--- config.mk ---
export PLATFORM = sky130hd
export DESIGN_NAME = keypad_entry
export DESIGN_NICKNAME = d
export VERILOG_FILES = /design/src/rtl/keypad_pkg.sv /design/src/rtl/keypad_debounce.sv /design/src/rtl/keypad_entry.sv
export SDC_FILE = /design/constraint.sdc
export NUM_CORES = 1
export LEC_CHECK = 0
export CAP_MARGIN = 20
export CORE_AREA = 10 10 100 102
export CTS_CLUSTER_DIAMETER = 100
export DETAILED_ROUTE_END_ITERATION = 16
export DIE_AREA = 0 0 110 112
export PLACE_DENSITY = 0.74
export SYNTH_ARGS = -nofsm -noshare
export SYNTH_HDL_FRONTEND = slang
export SYNTH_SLANG_ARGS = --single-unit
export TNS_END_PERCENT = 30
--- constraint.sdc ---
create_clock -name clk_50M -period 3.9 [get_ports clk_50M]
set_clock_uncertainty 0.1 [all_clocks]
set_input_delay 0.39 -clock clk_50M [delete_from_list [all_inputs] [get_ports clk_50M]]
set_output_delay 0.39 -clock clk_50M [all_outputs]
set_load 0.02 [all_outputs]
--- src/rtl/keypad_pkg.sv ---
// keypad_pkg: shared FSM/frame types, key labels, mode codes and the keypad position->label map
package keypad_pkg;
  typedef enum logic [1:0] {IDLE, PRESS_CHK, HELD, RELEASE_CHK} state_t;
  typedef enum logic [1:0] {NONE, SINGLE, MULTI} frame_t;
  localparam logic [3:0] KEY_A = 4'hA;
  localparam logic [3:0] KEY_B = 4'hB;
  localparam logic [3:0] KEY_C = 4'hC;
  localparam logic [3:0] KEY_D = 4'hD;
  localparam logic [3:0] KEY_E = 4'hE;
  localparam logic [3:0] KEY_F = 4'hF;
  localparam logic [3:0] MODE_A = 4'b0001;
  localparam logic [3:0] MODE_B = 4'b0010;
  localparam logic [3:0] MODE_C = 4'b0100;
  localparam logic [3:0] MODE_D = 4'b1000;
  localparam logic [3:0] MODE_OFF = 4'b0000;
  // Nibble at position row*4+col is the printed label; position 0 is the LSB nibble.
  localparam logic [63:0] KEY_MAP = 64'hDF0E_C987_B654_A321;
  function automatic logic [3:0] key_label(input logic [3:0] pos);
    return KEY_MAP[{pos, 2'b00} +: 4];
  endfunction
endpackage

--- src/rtl/keypad_debounce.sv ---
// keypad_debounce: per-frame press/release debounce FSM; in: frame_stb, res, key; out: state, cand, confirm
module keypad_debounce
  import keypad_pkg::*;
#(
  parameter int DEBOUNCE_FRAMES = 20
) (
  input  logic       clk,
  input  logic       rst,
  input  logic       frame_stb,
  input  frame_t     res,
  input  logic [3:0] key,
  output state_t     state,
  output logic [3:0] cand,
  output logic       confirm
);
  localparam logic [7:0] DF = 8'(DEBOUNCE_FRAMES);
  state_t state_n;
  logic [7:0] cnt, cnt_n, cnt_inc;
  logic [3:0] cand_n;
  assign cnt_inc = (cnt >= DF) ? cnt : cnt + 8'd1;
  always_ff @(posedge clk)
    if (rst) begin
      state <= IDLE;
      cnt <= '0;
      cand <= '0;
    end else begin
      state <= state_n;
      cnt <= cnt_n;
      cand <= cand_n;
    end
  always_comb begin
    state_n = state;
    cnt_n = cnt;
    cand_n = cand;
    confirm = 1'b0;
    if (frame_stb)
      case (state)
        IDLE:
          if (res == SINGLE) begin
            state_n = PRESS_CHK;
            cand_n = key;
            cnt_n = 8'd1;
          end
        PRESS_CHK:
          if (res != SINGLE) state_n = IDLE;
          else if (key != cand) begin
            cand_n = key;
            cnt_n = 8'd1;
          end else begin
            cnt_n = cnt_inc;
            if (cnt_inc == DF) begin
              state_n = HELD;
              confirm = 1'b1;
            end
          end
        HELD:
          if (res == NONE) begin
            state_n = RELEASE_CHK;
            cnt_n = 8'd1;
          end
        RELEASE_CHK:
          if (res != NONE) state_n = HELD;
          else begin
            cnt_n = cnt_inc;
            if (cnt_inc == DF) state_n = IDLE;
          end
        default: state_n = IDLE;
      endcase
  end
endmodule

--- src/rtl/keypad_entry.sv ---
// keypad_entry: 4x4 keypad scan/debounce/decode; in: clk_50M, rst, row_in; out: col_out, key_code, key_valid, mode, BCD_preset
module keypad_entry
  import keypad_pkg::*;
#(
  parameter int SCAN_CNTMAX     = 49_999,
  parameter int DEBOUNCE_FRAMES = 20
) (
  input  logic       clk_50M,
  input  logic       rst,
  input  logic [3:0] row_in,
  output logic [3:0] col_out,
  output logic [3:0] key_code,
  output logic       key_valid,
  output logic [3:0] mode,
  output logic [7:0] BCD_preset
);
  localparam int TW = $clog2(SCAN_CNTMAX + 1);
  localparam logic [TW-1:0] TICK_MAX = TW'(SCAN_CNTMAX);
  logic [3:0] row_m, row_s, pos, cand;
  logic [TW-1:0] tick;
  logic [1:0] col;
  logic [15:0] snap, snap_n, pressed;
  logic tick_end, frame_stb, confirm, fire;
  frame_t res;
  state_t db_state;
  assign tick_end = tick == TICK_MAX;
  assign frame_stb = tick_end && col == 2'd3;
  assign col_out = ~(4'b0001 << col);
  // Snapshot including the column being sampled this cycle, so column 3 is evaluated without an extra frame of delay.
  always_comb begin
    snap_n = snap;
    for (int r = 0; r < 4; r++) snap_n[{r[1:0], col}] = row_s[r];
  end
  assign pressed = ~snap_n;
  always_comb begin
    pos = 4'd0;
    for (int i = 0; i < 16; i++) if (pressed[i]) pos = 4'(i);
  end
  assign res = pressed == '0 ? NONE : (pressed & (pressed - 16'd1)) == '0 ? SINGLE : MULTI;
  keypad_debounce #(.DEBOUNCE_FRAMES(DEBOUNCE_FRAMES)) u_debounce (
    .clk(clk_50M),
    .rst(rst),
    .frame_stb(frame_stb),
    .res(res),
    .key(key_label(pos)),
    .state(db_state),
    .cand(cand),
    .confirm(confirm)
  );
  assign fire = confirm && db_state == PRESS_CHK;
  always_ff @(posedge clk_50M)
    if (rst) begin
      row_m <= '1;
      row_s <= '1;
      tick <= '0;
      col <= '0;
      snap <= '1;
      key_code <= '0;
      key_valid <= 1'b0;
      mode <= MODE_OFF;
      BCD_preset <= 8'h00;
    end else begin
      row_m <= row_in;
      row_s <= row_m;
      tick <= tick_end ? '0 : tick + TW'(1);
      if (tick_end) begin
        col <= col + 2'd1;
        snap <= snap_n;
      end
      key_valid <= fire;
      if (fire) begin
        key_code <= cand;
        if (cand <= 4'd9) BCD_preset <= {BCD_preset[3:0], cand};
        else if (cand == KEY_E) BCD_preset <= 8'h00;
        else mode <= cand == KEY_A ? MODE_A : cand == KEY_B ? MODE_B : cand == KEY_C ? MODE_C : cand == KEY_D ? MODE_D : MODE_OFF;
      end
    end
endmodule

# Yosys cells after proc, flatten, opt, wreduce, memory -nomap -nowiden
# Index checks and enable logic that the tools add are counted.
# Widths: inputs -> output; s select.
# op_classes
n_eq_ne,22
muxes,59
reduce_logical,19
n_lt_le_gt_ge,10
add_sub_neg,4
shift,2
bitwise,5
# ops
op,count
$mux 4,21
$bwmux 16,4
$mux 8,8
$shiftx 64x7->4 const A,1
$logic_not 16->1,2
$pmux 8 s4,1
$eq 4x4->1 const B,5
$mux 2,9
$add 16x1->16 const B,1
$and 16x16->16,1
$eq 16x16->1 const B,1
$not 16->16,1
$sub 16x1->16 const B,1
$lt 4x5->1 const B,2
$mux 1,10
$reduce_and 5->1,2
$add 8x1->8 const B,1
$demux 1 s2,4
$eq 8x5->1 const B,1
$ge 4x1->1 const B,2
$ge 8x5->1 const B,1
$ne 2x1->1 const B,4
$pmux 2 s4,1
$pmux 4 s2,1
22 further kinds,36
# word_totals
regBits,73
in_bits,6
out_inout_bits,21
elab_cells,133

# Longest topological paths before layout
# Gate-level depths: netlist (run 1).
# depth
depth_word,32
ltp_mapped,20
depth_no_buf,17

# Hierarchy
# Synthesis (run 1) repeated with hierarchy kept, for this count alone.
# unflattened
hier_cells,446
hier_area_um2,3861.2
# by_module_without_submodules
mod,area_each_um2,n_inst,cells_each,seq_area_each_um2
keypad_entry,3138.0,1,366,1181.1
keypad_debounce,723.2,1,80,280.3

# Least setup slack after synthesis (run 1)
# OpenSTA, ideal clock, no wires.
# synth_path
path_kind,register -> register
from,register col[0]
to,register mode[0]
path_stages_with_launch,15
n_path_buf,1
path_slack_ns,-0.122
synth_period_minus_slack_ns,4.022
setup_ns,0.117
t_required_ns,3.683
t_arrival_ns,3.804
cell_sequence,dfxtp_1 -> inv_1 -> ha_1 -> buf_2 -> mux2_2 -> a311oi_1 -> o31ai_1 -> a31o_2 -> ha_1 -> o31ai_1 -> xnor2_1 -> a31oi_1 -> a2111o_1 -> or4b_4 -> a32o_1
# synth_between
elab_chain_len,32
word_cells_on_any_way,57
cone_classes,add/sub: 1; order compare: 8; eq/ne: 3; shift: 1; mux: 33; bitwise: 2; reduce/logical: 9
# synth_lines
item,line,source
from (decl),keypad_entry.sv:21,logic [1:0] col;
from (signal assigned),keypad_entry.sv:67,col <= col + 2'd1;
$lt 2x5->1 (not written as such) or $ge 2x1->1 (tied branches),keypad_entry.sv:32,"for (int r = 0; r < 4; r++) snap_n[{r[1:0], col}] = row_s[r];"
$logic_and 1x1->1 (not written as such),keypad_entry.sv:32,
$mux 1 (not written as such),keypad_entry.sv:32,
$demux 1 s2,keypad_entry.sv:32,
$bwmux 16 (4 in a row),keypad_entry.sv:32,
$not 16->16,keypad_entry.sv:34,assign pressed = ~snap_n;
$mux 1,keypad_entry.sv:37,for (int i = 0; i < 16; i++) if (pressed[i]) pos = 4'(i);
$mux 4 (14 in a row),keypad_entry.sv:37,
$shiftx 64x7->4,keypad_pkg.sv:19,"return KEY_MAP[{pos, 2'b00} +: 4];"
$ne 4x4->1,keypad_debounce.sv:46,else if (key != cand) begin
$mux 1,keypad_debounce.sv:46,
$mux 1,keypad_debounce.sv:45,if (res != SINGLE) state_n = IDLE;
$mux 1,keypad_debounce.sv:37,case (state)
$mux 1 *,keypad_debounce.sv:36,if (frame_stb)
$logic_and 1x1->1 *,keypad_entry.sv:50,assign fire = confirm && db_state == PRESS_CHK;
$reduce_and 3->1 (no source line) *,-,
to (signal assigned),keypad_entry.sv:75,else mode <= cand == KEY_A ? MODE_A : cand == KEY_B ? MODE_B : cand == KEY_C ? MODE_C : cand == KEY_D ? MODE_D ...
to (decl),keypad_entry.sv:14,"output logic [3:0] mode,"
# Mark *: on every way between the ends. The rest lies on a longest branch, timed or not.
# A chain may end at the register's enable or synchronous reset.

# Worst setup path after layout (run 1)
# layout_path
from,register col[1]
to,register mode[0]
# The elaborated chain is that of the path after synthesis.

==> metrics.cfg, run 1 <==
[setup_path]
max_stage_delay_ns = 0.57
worstRegToRegCells = 14
r2r_start = col[1]$_SDFFE_PP0N_
rrSetupSlack_ns = -0.02
critPathCapture = mode[0]$_SDFFE_PP0P_
arrival_ns = 4.08
critPathTopFamily = compound AO/OA/AOI/OAI gates
start_kind = flip-flop
worstPathRequired_ns = 4.05
endpoint_kind = flip-flop
r2r-end = mode[0]$_SDFFE_PP0P_
critPathBufInv = 2
slowest_stage = or4b_4
crit_type = reg -> reg
crit_path_max_fanout = 5
crit_chain = buf_6 -> ha_4 -> mux2_4 -> a311oi_2 -> o31ai_2 -> a31o_2 -> buf_4 -> ha_1 -> mux2i_4 -> xor2_2 -> a31oi_4 -> a2111o_1 -> or4b_4 -> a32o_1
setup.worst_path.start = col[1]$_SDFFE_PP0N_
crit_cells = 14

[timing]
fmax_ghz = 0.255
finalWorstSetupSlack_ns = -0.0219
finalHoldViolations = 0
relSlewSlack_pct = 49.1
final-setup-viol-count = 2
finalCriticalPeriod_ns = 3.92
maxSlewViolCount = 0
rsz0062_at_grt = yes
fin_crit_sh_pct = 101
max_slew.worst_pin.slew_ns = 0.763

[route]
avgViaCountPerCell = 5.84
vias = 3933
top_layer_used = met4
dr.pass1.iters = 5
wl_per_cell_um = 16.7
ant_nets = 0
met1Wirelength_um = 5160
dr_wl_met2_um = 5340
drc = 0
drt-total-wl_um = 11300
wl_met3_um = 575
drtIter0Drc = 335

[logic_synthesis]
ys.flop_type = dfxtp_1
yosysWarnings = 0
synth_most_common_cell = dfxtp_1
ys_types = 72
synth_edf_count = 0
seq_area_frac_synth_pct = 35.0
netlist_area_um2 = 4180
yosysTopAreaCell = dfxtp_1
syn_inst = 508
synth_top_area_share_pct = 35.0
netlist_top_cells_count = dfxtp_1 (73), nand2_1 (71), nor2_1 (42)
synth_area_leaders = dfxtp_1 (35%), nand2_1 (6.4%), mux2i_1 (3.8%), nor2_1 (3.8%), ha_1 (3.6%)
ys_seq_elements = 73
syn_nets = 526
async_flop_share_pct = 0
synth.avg_cell_area_um2 = 8.22

[layout]
area_growth_syn_to_layout_pct = 28.0
nets = 583
final_layout_size_suffix_gt1_share_pct = 22.7
postLayoutCellArea_um2 = 5350
final_util_pct = 66.4
diodes = 0

[die]
core_area_um2 = 8050
rows = 33
floorplan.initialDensity_pct = 51.9
io_pins = 27
fp.dieW_um = 110
die_y_um = 112
die-area_um2 = 12300

[global_routing]
grt_pass1_vias = 3708
grt_max_degree = 26
overflow = 0
antenna_found_initial = 0
grt_first_pass_wirelength_um = 18200
grt_usage_pct = 18.0

[pwr]
p_int_w = 0.00116
irDropWorstVdd_mv = 0.275
switching_share_pct = 24.5
p_total_w = 0.00153
leakage_nw = 2.13
switchingPower_w = 0.000376
power_density_nw_per_um2 = 286
combPwrFrac_pct = 6.9
p_clk_share_pct = 43.7
p_seq_share_pct = 49.4

[outcome]
outcome = finished with violations
violations = negative setup slack

[clocking]
cts_made_buffers = 9
clock_sinks = 73
clock_latency_ns = 0.36
postCtsHoldBufs = 0
htreeDepth = 3
cts_tree = yes
cts_buffer_depth = 2
path_clk_slew_ns = 0.08
cts_root_buffer = clkbuf_8

[job]
drv_cap = 0

[place]
place_congestion = 0.896
place_ws_ns = -0.213
dpl.hpwl_um = 7840
placed_area_um2 = 4800
port_buffers = 26

[worst_hold_path]
hp-class = reg -> reg

==> how the worst min path moves through the flow <==
stage,start,endpoint,cells past startpoint
finish,row_m[1]$_SDFF_PP1_,row_s[1]$_SDFF_PP1_,1
global route,row_m[1]$_SDFF_PP1_,row_s[1]$_SDFF_PP1_,1
CTS,row_m[1]$_SDFF_PP1_,row_s[1]$_SDFF_PP1_,1
detailed placement,row_m[1]$_SDFF_PP1_,row_s[1]$_SDFF_PP1_,1
global placement,row_m[2]$_SDFF_PP1_,row_s[2]$_SDFF_PP1_,1
floorplan,row_m[0]$_SDFF_PP1_,row_s[0]$_SDFF_PP1_,1
==> cell families after synthesis <==
group,synth area share (%)
XOR/XNOR,4.40
AO/OA/AOI/OAI,20.7
multiplexers,5.18
AND/OR/NAND/NOR,25.4
buffers and inverters,5.72
adder cells (fa/ha/maj),3.59
flip-flops,35.0
==> stage by stage <==
stage,hold WS (ns),std cells,TNS [ns]
2_1_floorplan,0.289,508,0
3_3_place_gp,0.294,652,-0.636
3_5_place_dp,0.294,652,-1.60
4_1_cts,0.313,667,0
5_1_grt,0.326,674,-0.989
6_report,0.312,674,-0.0422
==> state kept, by name (all words and copies together) (netlist names) <==
register,flops
key_code,4
u_debounce.cnt,8
mode,4
col,2
row_m,4
snap,16
u_debounce.cand,4
tick,16
BCD_preset,8
u_debounce.state,2
row_s,4
key_valid,1
==> repair_timing <==
item / CTS / global route
endpoints found under the setup margin: 20 / 27
gates resized for setup: 13 / 36
gates cloned: 0 / 1
pin swaps: 1 / 17
endpoints found under the hold margin: 0 / 0
setup buffers: 0 / 6
==> worst register-to-register path: stages, from the launching register on <==
cell	delay, ns
dfxtp_4	0.36
buf_6	0.13
ha_4	0.18
mux2_4	0.31
a311oi_2	0.27
o31ai_2	0.13
a31o_2	0.25
buf_4	0.15
ha_1	0.22
mux2i_4	0.21
xor2_2	0.22
a31oi_4	0.12
a2111o_1	0.38
or4b_4	0.57
a32o_1	0.22
==> layer usage <==
| layer | GRT usage (%) | vias to the layer above |
|---|---|---|
| met1 | 23.9 | 1868 |
| li1 | - | 1932 |
| met4 | 5.99 | 0 |
| met2 | 28.7 | 110 |
| met3 | 2.83 | 23 |
| met5 | 0 | - |
==> cells in the final DEF, fill, tap and decap left out, types with 5 or more instances in the layout <==
master	count
o221ai_1	5
nand2b_1	6
or2_2	11
nor2_1	42
nor3_1	13
o32ai_1	6
nand2_1	71
mux2i_1	12
nand3_1	22
and3_1	7
clkdlybuf4s50_1	26
dfxtp_1	71
clkbuf_8	9
ha_4	6
a21oi_1	10
o21ai_0	18
xor2_1	7
o211ai_1	7
a31oi_1	5
buf_4	49
inv_1	20
xnor2_1	11
ha_1	6
==> power groups by stage <==
stage	Sequential, W	Clock, W	Combinational, W
final	0.000756	0.000670	0.000105
after global routing	0.000757	0.000703	0.000115
after CTS	0.000757	0.000682	0.0000968
after detailed placement	0.000775	0	0.0000942
after global placement	0.000775	0	0.0000931
after floorplan	0.000771	0	0.0000621
==> final cells by class <==
| type | instances | area, µm² |
|---|---|---|
| multi-input cells | 376 | 2730 |
| fillers | 664 | 2700 |
| flip-flops and latches | 73 | 1470 |
| repair buffers | 79 | 696 |
| well taps | 105 | 131 |
| clock buffers | 9 | 124 |
| inverters | 26 | 103 |
| clock inverters | 6 | 92.6 |
Note: power is estimated with default switching activity, not from simulation.
==> inputs of run 2 (changes only) <==
--- a/config.mk
+++ b/config.mk
@@ -11,4 +11,5 @@
 export DETAILED_ROUTE_END_ITERATION = 16
 export DIE_AREA = 0 0 110 112
+export GPL_TIMING_DRIVEN = 0
 export PLACE_DENSITY = 0.74
 export SYNTH_ARGS = -nofsm -noshare
==> constraint.sdc (replaced) <==
create_clock -name clk_50M -period 3.9 [get_ports clk_50M]
set_clock_uncertainty 0.1 [all_clocks]
set_input_delay 1.17 -clock clk_50M [delete_from_list [all_inputs] [get_ports clk_50M]]
set_output_delay 1.17 -clock clk_50M [all_outputs]
set_load 0.02 [all_outputs]
==> run 2 against run 1 <==
The flow still finishes with violations (negative setup slack). Die area did not move. Sequential power barely moved. Critical path type unchanged. First-iteration DRC count rose by 17%. Count of clock-buffer cells in the layout did not move. Sequential cell count did not move. Critical path depth rose by 5. Core utilization rose by 0.62 points. Routed wire length rose by 10%. Via count rose by 8.5%. Global-route usage rose by 0.94 points. Sequential share of layout area fell by 0.25 points. Register-to-register slack got worse by 0.21 ns. Largest power group unchanged.
==> metrics.cfg, run 2 (synthesis gave the netlist of run 1 again) <==
[layout]
layoutNonFillerInstCount = 688  ; +2.1%
area_growth_syn_to_layout_pct = 29.2
postLayoutCellArea_um2 = 5400  ; +0.94%
final_layout_size_suffix_gt1_share_pct = 23.3  ; +0.66 points
nets = 596  ; +2.2%
diodes = 0  ; unchanged
final_cell_mix = dfxtp_1 (71), nand2_1 (71), nor2_1 (41), buf_4 (34), clkdlybuf4s50_1 (26)
final_util_pct = 67.0  ; +0.62 points
top_regs = snap x16, tick x16

[place]
dpl.cell_count = 639  ; -2.0%
port_buffers = 26  ; unchanged
placed_area_um2 = 4590  ; -4.4%
place_congestion = 0.925  ; +3.2%
dpl.hpwl_um = 7960  ; +1.5%

[timing]
final-setup-viol-count = 13  ; +11
relSlewSlack_pct = 57.4  ; +8.3 points
fin_crit_sh_pct = 106  ; +5.3 points
fmax_ghz = 0.242  ; -5.0%
max_slew.worst_pin.slew_ns = 0.634  ; -0.129 ns
maxSlewViolCount = 0  ; unchanged
finalWorstSetupSlack_ns = -0.228  ; -0.206 ns
finalCriticalPeriod_ns = 4.13  ; +0.206 ns
finalHoldViolations = 0  ; unchanged
rsz0062_at_grt = yes
whs_ns = 0.313  ; +0.000219 ns

[clocking]
clock_latency_ns = 0.36  ; about the same
cts_tree = yes
cts_buffer_depth = 2  ; unchanged
path_clk_slew_ns = 0.09  ; about the same
cts_root_buffer = clkbuf_8
postCtsHoldBufs = 0  ; unchanged
htreeDepth = 3  ; unchanged
cts_made_buffers = 9  ; unchanged
clock_sinks = 73  ; unchanged

[global_routing]
grt_first_pass_wirelength_um = 19200  ; +5.2%
grt_max_degree = 15  ; -42%
overflow = 0  ; unchanged
grt_usage_pct = 19.0  ; +0.94 points
grt_pass1_vias = 3916  ; +5.6%
antenna_found_initial = 0  ; unchanged

[route]
wl_per_cell_um = 18.1  ; +8.2%
drt-total-wl_um = 12400  ; +10%
dr.pass1.iters = 5  ; unchanged
ant_nets = 0  ; unchanged
drc = 0  ; unchanged
avgViaCountPerCell = 6.20  ; +6.3%
drtIter0Drc = 392  ; +17%
vias = 4267  ; +8.5%

[setup_path]
crit_path_max_fanout = 7  ; +2
crit_type = reg -> reg
worstPathRequired_ns = 4.06  ; about the same
arrival_ns = 4.29  ; +0.21 ns
setup.worst_path.start = col[1]$_SDFFE_PP0N_
max_stage_delay_ns = 0.57  ; about the same
rrSetupSlack_ns = -0.23  ; -0.21 ns
worstRegToRegCells = 19  ; +5
start_kind = flip-flop
crit_chain = inv_4 -> ha_4 -> buf_8 -> buf_4 -> o21bai_2 -> nand2_1 -> o21ai_0 -> a21oi_1 -> o21ai_2 -> inv_2 -> ha_4 -> inv_2 -> o41ai_4 -> o31ai_4 -> xnor2_1 -> a31oi_2 -> a2111o_1 -> or4b_4 -> a32o_1
r2r_start = col[1]$_SDFFE_PP0N_
slowest_stage = or4b_4
endpoint_kind = flip-flop
critPathCapture = mode[0]$_SDFFE_PP0P_
r2r-end = mode[0]$_SDFFE_PP0P_

[pwr]
power_density_nw_per_um2 = 274  ; -4.4%
leakage_nw = 2.13  ; -0.26%
irDropWorstVdd_mv = 0.267  ; -3.0%

[die]
core_area_um2 = 8050  ; unchanged
io_pins = 27  ; unchanged
rows = 33  ; unchanged
fp.dieW_um = 110  ; unchanged
die-area_um2 = 12300  ; unchanged
die_y_um = 112  ; unchanged
floorplan.initialDensity_pct = 51.9  ; unchanged

[outcome]
outcome = finished with violations
violations = negative setup slack

[job]
drv_cap = 0  ; unchanged

[worst_hold_path]
hold_depth = 1  ; unchanged
hp-class = reg -> reg

## run 2: critical path, delay by kind of cell, from the launching register on
family	cells	cell delay [ns]
AO/OA/AOI/OAI	9	1.72
XOR/XNOR	1	0.21
adder cells (fa/ha/maj)	2	0.43
buffers and inverters	5	0.48
flip-flops	1	0.40
AND/OR/NAND/NOR	2	0.69
## run 2: layout make-up
class                      instances  area, µm²
multi-input combinational        376       2800
fill                             651       2650
sequential                        73       1470
timing repair buffer              60        519
buffer                            32        175
tap                              105        131
clock buffer                       9        124
inverter                          26        105
clock inverter                     7       77.6
## run 2: timing repair
action                                  in CTS  in global routing
resized for setup                           57                 21
endpoints found under the setup margin      30                 30
buffers inserted                            27                  7
pin swaps                                   15                  7
## run 2: per-layer routing
layer	up-vias	GRT usage, %	share of wire, %
li1	1971	-	-
met1	2008	24.6	42
met2	230	29.7	47
met3	58	4.21	7.9
met4	0	6.94	3.1
met5	-	0	0
## run 2: stage by stage
stage	total power, W	TNS, ns	worst slack (ns)
after floorplan	0.000833	0	0.00378
after global placement	0.000858	-15.63	-0.697
after detailed placement	0.000860	-16.39	-0.735
after CTS	0.00148	-0.0398	-0.0223
after global routing	0.00153	-3.70	-0.301
final	0.00148	-1.20	-0.228
## run 2: worst min path at each step
stage	start	to	slack, ns
after floorplan	row_m[0]$_SDFF_PP1_	row_s[0]$_SDFF_PP1_	0.29
after global placement	row_m[2]$_SDFF_PP1_	row_s[2]$_SDFF_PP1_	0.29
after detailed placement	row_m[1]$_SDFF_PP1_	row_s[1]$_SDFF_PP1_	0.29
after CTS	row_m[1]$_SDFF_PP1_	row_s[1]$_SDFF_PP1_	0.31
after global routing	row_m[1]$_SDFF_PP1_	row_s[1]$_SDFF_PP1_	0.32
final	row_m[3]$_SDFF_PP1_	row_s[3]$_SDFF_PP1_	0.31
## run 2: power breakdown
part	internal [W]	switching (W)
Combinational	0.0000427	0.0000691
Sequential	0.000750	0.00000373
Clock	0.000301	0.000312
